--- src/rtl/decoder_rr_arbiter_pkg.sv ---
// rtl/decoder_rr_arbiter_pkg.sv - shared states, defaults and helpers for the decoder arbiter
package decoder_rr_arbiter_pkg;

  // FSM encodings: idle arbitration, active ownership, one dead cycle between owners
  typedef enum logic [1:0] {
    ST_IDLE  = 2'd0,
    ST_GRANT = 2'd1,
    ST_GAP   = 2'd2
  } arb_state_t;

  localparam int DEF_HOLD_MAX = 15;
  localparam int DEF_CNT_W    = 4;

  // Index to one-hot grant, mirroring what the 2-to-4 decoder produces for that index
  function automatic logic [3:0] onehot4(input logic [1:0] idx);
    return 4'b0001 << idx;
  endfunction

endpackage

--- src/rtl/decoder_rr_arbiter_rr_pick.sv ---
// rtl/decoder_rr_arbiter_rr_pick.sv - rotated-priority search over four requesters
module rr_pick (
  input  logic [3:0] req,
  input  logic [1:0] ptr,
  output logic [1:0] idx,
  output logic       any_req
);

  // Walk from the farthest candidate back to ptr so the nearest set bit wins
  always_comb begin
    logic [1:0] cand;
    idx     = ptr;
    any_req = |req;
    cand    = ptr;
    for (int i = 3; i >= 0; i--) begin
      cand = ptr + 2'(i);
      if (req[cand]) begin
        idx = cand;
      end
    end
  end

endmodule

--- src/rtl/decoder_rr_arbiter.sv ---
// rtl/decoder_rr_arbiter.sv - round-robin owner sequencer for the shared 2-to-4 decoder
module decoder_rr_arbiter
  import decoder_rr_arbiter_pkg::*;
#(
  parameter int HOLD_MAX = DEF_HOLD_MAX,
  parameter int CNT_W    = DEF_CNT_W
) (
  input  logic       sys_clk,
  input  logic       sys_rst,
  input  logic [3:0] req,
  output logic       sel_1,
  output logic       sel_2,
  output logic [3:0] grant,
  output logic       grant_valid,
  output logic       timeout
);

  // Value of hold_cnt on the last cycle an owner may keep the decoder
  localparam logic [CNT_W-1:0] HOLD_LAST = CNT_W'(HOLD_MAX - 1);

  arb_state_t       state, state_nx;
  logic [CNT_W-1:0] hold_cnt, cnt_nx;
  logic [1:0]       ptr, ptr_nx;
  logic [1:0]       owner, owner_nx;
  logic [3:0]       grant_nx;
  logic             valid_nx;
  logic             timeout_nx;
  logic [1:0]       pick_idx;
  logic             pick_any;

  // The decoder select lines are the owner index; they keep the last owner while idle
  assign sel_1 = owner[1];
  assign sel_2 = owner[0];

  rr_pick u_pick (
    .req     (req),
    .ptr     (ptr),
    .idx     (pick_idx),
    .any_req (pick_any)
  );

  // Next-state and next-output decisions; everything holds unless a transition says otherwise
  always_comb begin
    state_nx   = state;
    cnt_nx     = hold_cnt;
    ptr_nx     = ptr;
    owner_nx   = owner;
    grant_nx   = grant;
    valid_nx   = grant_valid;
    timeout_nx = 1'b0;
    case (state)
      ST_IDLE: begin
        if (pick_any) begin
          state_nx = ST_GRANT;
          owner_nx = pick_idx;
          grant_nx = onehot4(pick_idx);
          valid_nx = 1'b1;
          cnt_nx   = '0;
        end
      end
      ST_GRANT: begin
        // A voluntary release outranks the hold limit, so it never raises timeout
        if (!req[owner]) begin
          state_nx = ST_GAP;
          grant_nx = 4'b0000;
          valid_nx = 1'b0;
          ptr_nx   = owner + 2'd1;
        end else if (hold_cnt == HOLD_LAST) begin
          state_nx   = ST_GAP;
          grant_nx   = 4'b0000;
          valid_nx   = 1'b0;
          ptr_nx     = owner + 2'd1;
          timeout_nx = 1'b1;
        end else begin
          cnt_nx = hold_cnt + CNT_W'(1);
        end
      end
      ST_GAP: begin
        state_nx = ST_IDLE;
      end
      default: begin
        state_nx = ST_IDLE;
        grant_nx = 4'b0000;
        valid_nx = 1'b0;
      end
    endcase
  end

  // Register all state and outputs; reset wins over any pending revoke
  always_ff @(posedge sys_clk) begin
    if (sys_rst) begin
      state       <= ST_IDLE;
      hold_cnt    <= '0;
      ptr         <= 2'd0;
      owner       <= 2'd0;
      grant       <= 4'b0000;
      grant_valid <= 1'b0;
      timeout     <= 1'b0;
    end else begin
      state       <= state_nx;
      hold_cnt    <= cnt_nx;
      ptr         <= ptr_nx;
      owner       <= owner_nx;
      grant       <= grant_nx;
      grant_valid <= valid_nx;
      timeout     <= timeout_nx;
    end
  end

endmodule

--- config.mk ---
export PLATFORM = sky130hd
export DESIGN_NAME = decoder_rr_arbiter
export DESIGN_NICKNAME = d
export VERILOG_FILES = /design/src/rtl/decoder_rr_arbiter_pkg.sv /design/src/rtl/decoder_rr_arbiter_rr_pick.sv /design/src/rtl/decoder_rr_arbiter.sv
export SDC_FILE = /design/constraint.sdc
export NUM_CORES = 1
export LEC_CHECK = 0
export ABC_AREA = 1
export BUFFER_PORTS_ARGS = -buffer_cell sky130_fd_sc_hd__clkbuf_2
export CAP_MARGIN = 20
export CELL_PAD_IN_SITES_DETAIL_PLACEMENT = 0
export CELL_PAD_IN_SITES_GLOBAL_PLACEMENT = 1
export CORE_MARGIN = 10
export CORE_UTILIZATION = 42
export DETAILED_ROUTE_END_ITERATION = 8
export GPL_ROUTABILITY_DRIVEN = 0
export PLACE_DENSITY_LB_ADDON = 0.1
export REMOVE_ABC_BUFFERS = 1
export SETUP_SLACK_MARGIN = 0.05
export SLEW_MARGIN = 20
export SYNTH_ARGS = -nofsm -noshare
export SYNTH_HDL_FRONTEND = slang
export SYNTH_SLANG_ARGS = --single-unit
--- constraint.sdc ---
create_clock -name sys_clk -period 3.4 [get_ports sys_clk]
set_input_delay 0.68 -clock sys_clk [delete_from_list [all_inputs] [get_ports sys_clk]]
set_output_delay 0.68 -clock sys_clk [all_outputs]
set_load 0.01 [all_outputs]
==> flow_summary.ini <==
[grt]
overflow = 0
grt_usage_pct = 9.92
grt_pass1_wl_um = 3660
first_global_vias = 854
antenna_found_initial = 0
grt_max_degree = 13

[timing]
setup_tns_ns = 0
setup_viol = 0
fin_crit_sh_pct = 49.0
tightest_slew_ns = 0.477
period_needed_ns = 1.67
skew_ns = 0.00429
rsz0062_at_grt = false
slew_headroom_pct = 68.2
fmax_mhz = 600
final-max-slew-violation-count = 0
hold_violations = 0

[synthesis]
synth-simple-area-share_pct = 42.1
synth_compound_area_share_pct = 11.4
synthArstFlopShare_pct = 0
synth_top_family_by_area = simple AND/OR/NAND/NOR gates
synth.area.top_cells = dfxtp_1 (33%), nand2_1 (18%), inv_1 (6.9%)
syn_area_per_cell_um2 = 6.64
ys_ff_latch = 16
synth_cell_type_count = 25
synth_fa_ha_area_share_pct = 2.56
yosysWarnings = 0
synth-edff-count = 0
synth_commonest_cells = nand2_1 (46), inv_1 (18), dfxtp_1 (16)
synthMuxAreaShare_pct = 0
ys.flop_type = dfxtp_1
synth_xor_area_share_pct = 0
synth_area_um2 = 976
ys_seq_area_share_pct = 32.8
synth_top_area_share_pct = 32.8
synth_top_area_cell = dfxtp_1
syn-instance-count = 147
yosysMostFrequentCell = nand2_1

[worst_setup_path]
crit_arrival_ns = 1.88
crit_required_ns = 3.62
critPathKind = reg -> reg
end_kind = register
cp-start-kind = register
reg2reg_depth = 12
critPathMaxFanout = 9

[power]
p_clk_share_pct = 19.1
p_leak_nw = 0.548
irDropWorstVdd_v = 0.000376
seqPwrFrac_pct = 38.1
p_total_mw = 0.658
power_density_nw_per_um2 = 600
switching_share_pct = 42.1
power_frac_comb_pct = 42.8
switchingPower_mw = 0.277
power.internal_mw = 0.381

[final_layout]
layout.nets = 171
post-route-cell-area_um2 = 1100
layout-drive-gt1-share_pct = 24.1
fin_util_pct = 49.6
multiInputGateArea_um2 = 547
diodes = 0
syn2layout_area_growth_pct = 12.4
final_cells = 190
final-seq-area_um2 = 320
fillCellCount = 254

[clock_network]
cts_made_buffers = 3
tritoncts = built
cts-resized-gates = 0
clockBufferDepth = 2
postCtsSetupRepairBufs = 0
cts_sinks = 16
clockRootBuffer = clkbuf_4
h-tree-depth = 1
path_clk_slew_ns = 0.10
clock_latency_ns = 0.28
cts_hold_buf = 0

[placement]
hpwl_um = 1730
placed_cells = 186
postPlaceCellArea_um2 = 1060
portBuffers = 13

[floorplanning]
die_width_um = 68.2
ios = 14
die_h_um = 68.2
die_area_um2 = 4650
core-area_um2 = 2210
start_util_pct = 44.1
fp-row-count = 17

[drt]
dr_wl_met2_um = 1010
routed_wl_um = 2180
dr.max_layer_used = met4
firstDrtPassIters = 4
ant_nets = 0
vias = 926
post_drt_wl_per_cell_um = 11.5
drt_iter0_markers = 34
avgViaCountPerCell = 4.87
wl_met1_um = 1050
drc = 0
met3WireLength_um = 115

[run_status]
status = complete, no violations

[hold_path]
hold_depth = 2
min_path_type = reg -> reg

[flow_run]
drv_cap = 0
==> cells in the final DEF, fill, tap and decap left out, types with 2 or more instances in the layout <==
cell and n:
a21oi_1 10, clkbuf_2 13, clkbuf_4 3, dfxtp_1 16, ha_1 2, inv_1 18
inv_2 4, nand2_1 46, nand2_2 8, nand3_1 12, nand3_2 2, nand4_1 2
nor2_1 8, nor3_1 2, nor3b_2 2, o21ai_0 4
==> worst max-delay path, stage by stage, from the launching register on <==
cell	delay [ns]
dfxtp_1	0.63
inv_8	0.09
nand2_2	0.09
nand3_1	0.08
nand2_1	0.08
inv_1	0.05
nand2_2	0.06
nand2_2	0.06
nand2_2	0.06
nand2_2	0.06
nand2_2	0.10
nand3_1	0.09
a21oi_1	0.15
==> per-layer routing <==
metal  vias up  global-route usage, %
met4         0                   2.26
li1        501                      -
met1       407                   12.7
met3         2                   3.43
met2        16                   15.7
met5         -                      0
==> state kept, by name, indices dropped and copies added (netlist names) <==
| register | count |
|---|---|
| grant | 4 |
| hold_cnt | 4 |
| owner | 2 |
| ptr | 2 |
| state | 2 |
| grant_valid | 1 |
| timeout | 1 |
==> power by group through the flow <==
stage | Combinational [mW] | Clock, mW | Sequential [mW]
after floorplan | 0.208 | 0 | 0.258
after CTS | 0.285 | 0.131 | 0.251
after detailed placement | 0.284 | 0 | 0.254
final | 0.282 | 0.126 | 0.251
after global routing | 0.322 | 0.139 | 0.255
after global placement | 0.280 | 0 | 0.254
==> logic make-up (layout without fill, tap and decap cells) <==
kind of cell	count (synthesis)	count (layout)
compound gates	19	19
fa+ha+maj	2	2
buf+inv	25	40
flops	16	16
simple gates	85	85
==> layout make-up <==
| type | count | share of cell area, % |
|---|---|---|
| clock buffer | 4 | 3.31 |
| tap | 28 | 3.19 |
| inverter | 23 | 8.55 |
| sequential | 16 | 29.2 |
| timing repair buffer | 13 | 5.93 |
| multi-input combinational | 106 | 49.8 |
==> metrics by stage <==
step / setup WS [ns] / hold slack [ns]
2_1_floorplan: 1.78 / 0.469
3_3_place_gp: 1.56 / 0.452
3_5_place_dp: 1.54 / 0.460
6_report: 1.73 / 0.470
4_1_cts: 1.72 / 0.474
5_1_grt: 1.58 / 0.494
==> final timing paths <==
check / slack, ns / from / end
hold / removal: 0.47 / grant_valid / grant_valid
setup reg to reg: 1.73 / ptr[0] / grant[3]
setup / recovery: 1.73 / ptr[0] / grant[3]
hold reg to reg: 0.47 / grant_valid / grant_valid
Note: power is estimated with default switching activity, not from simulation.
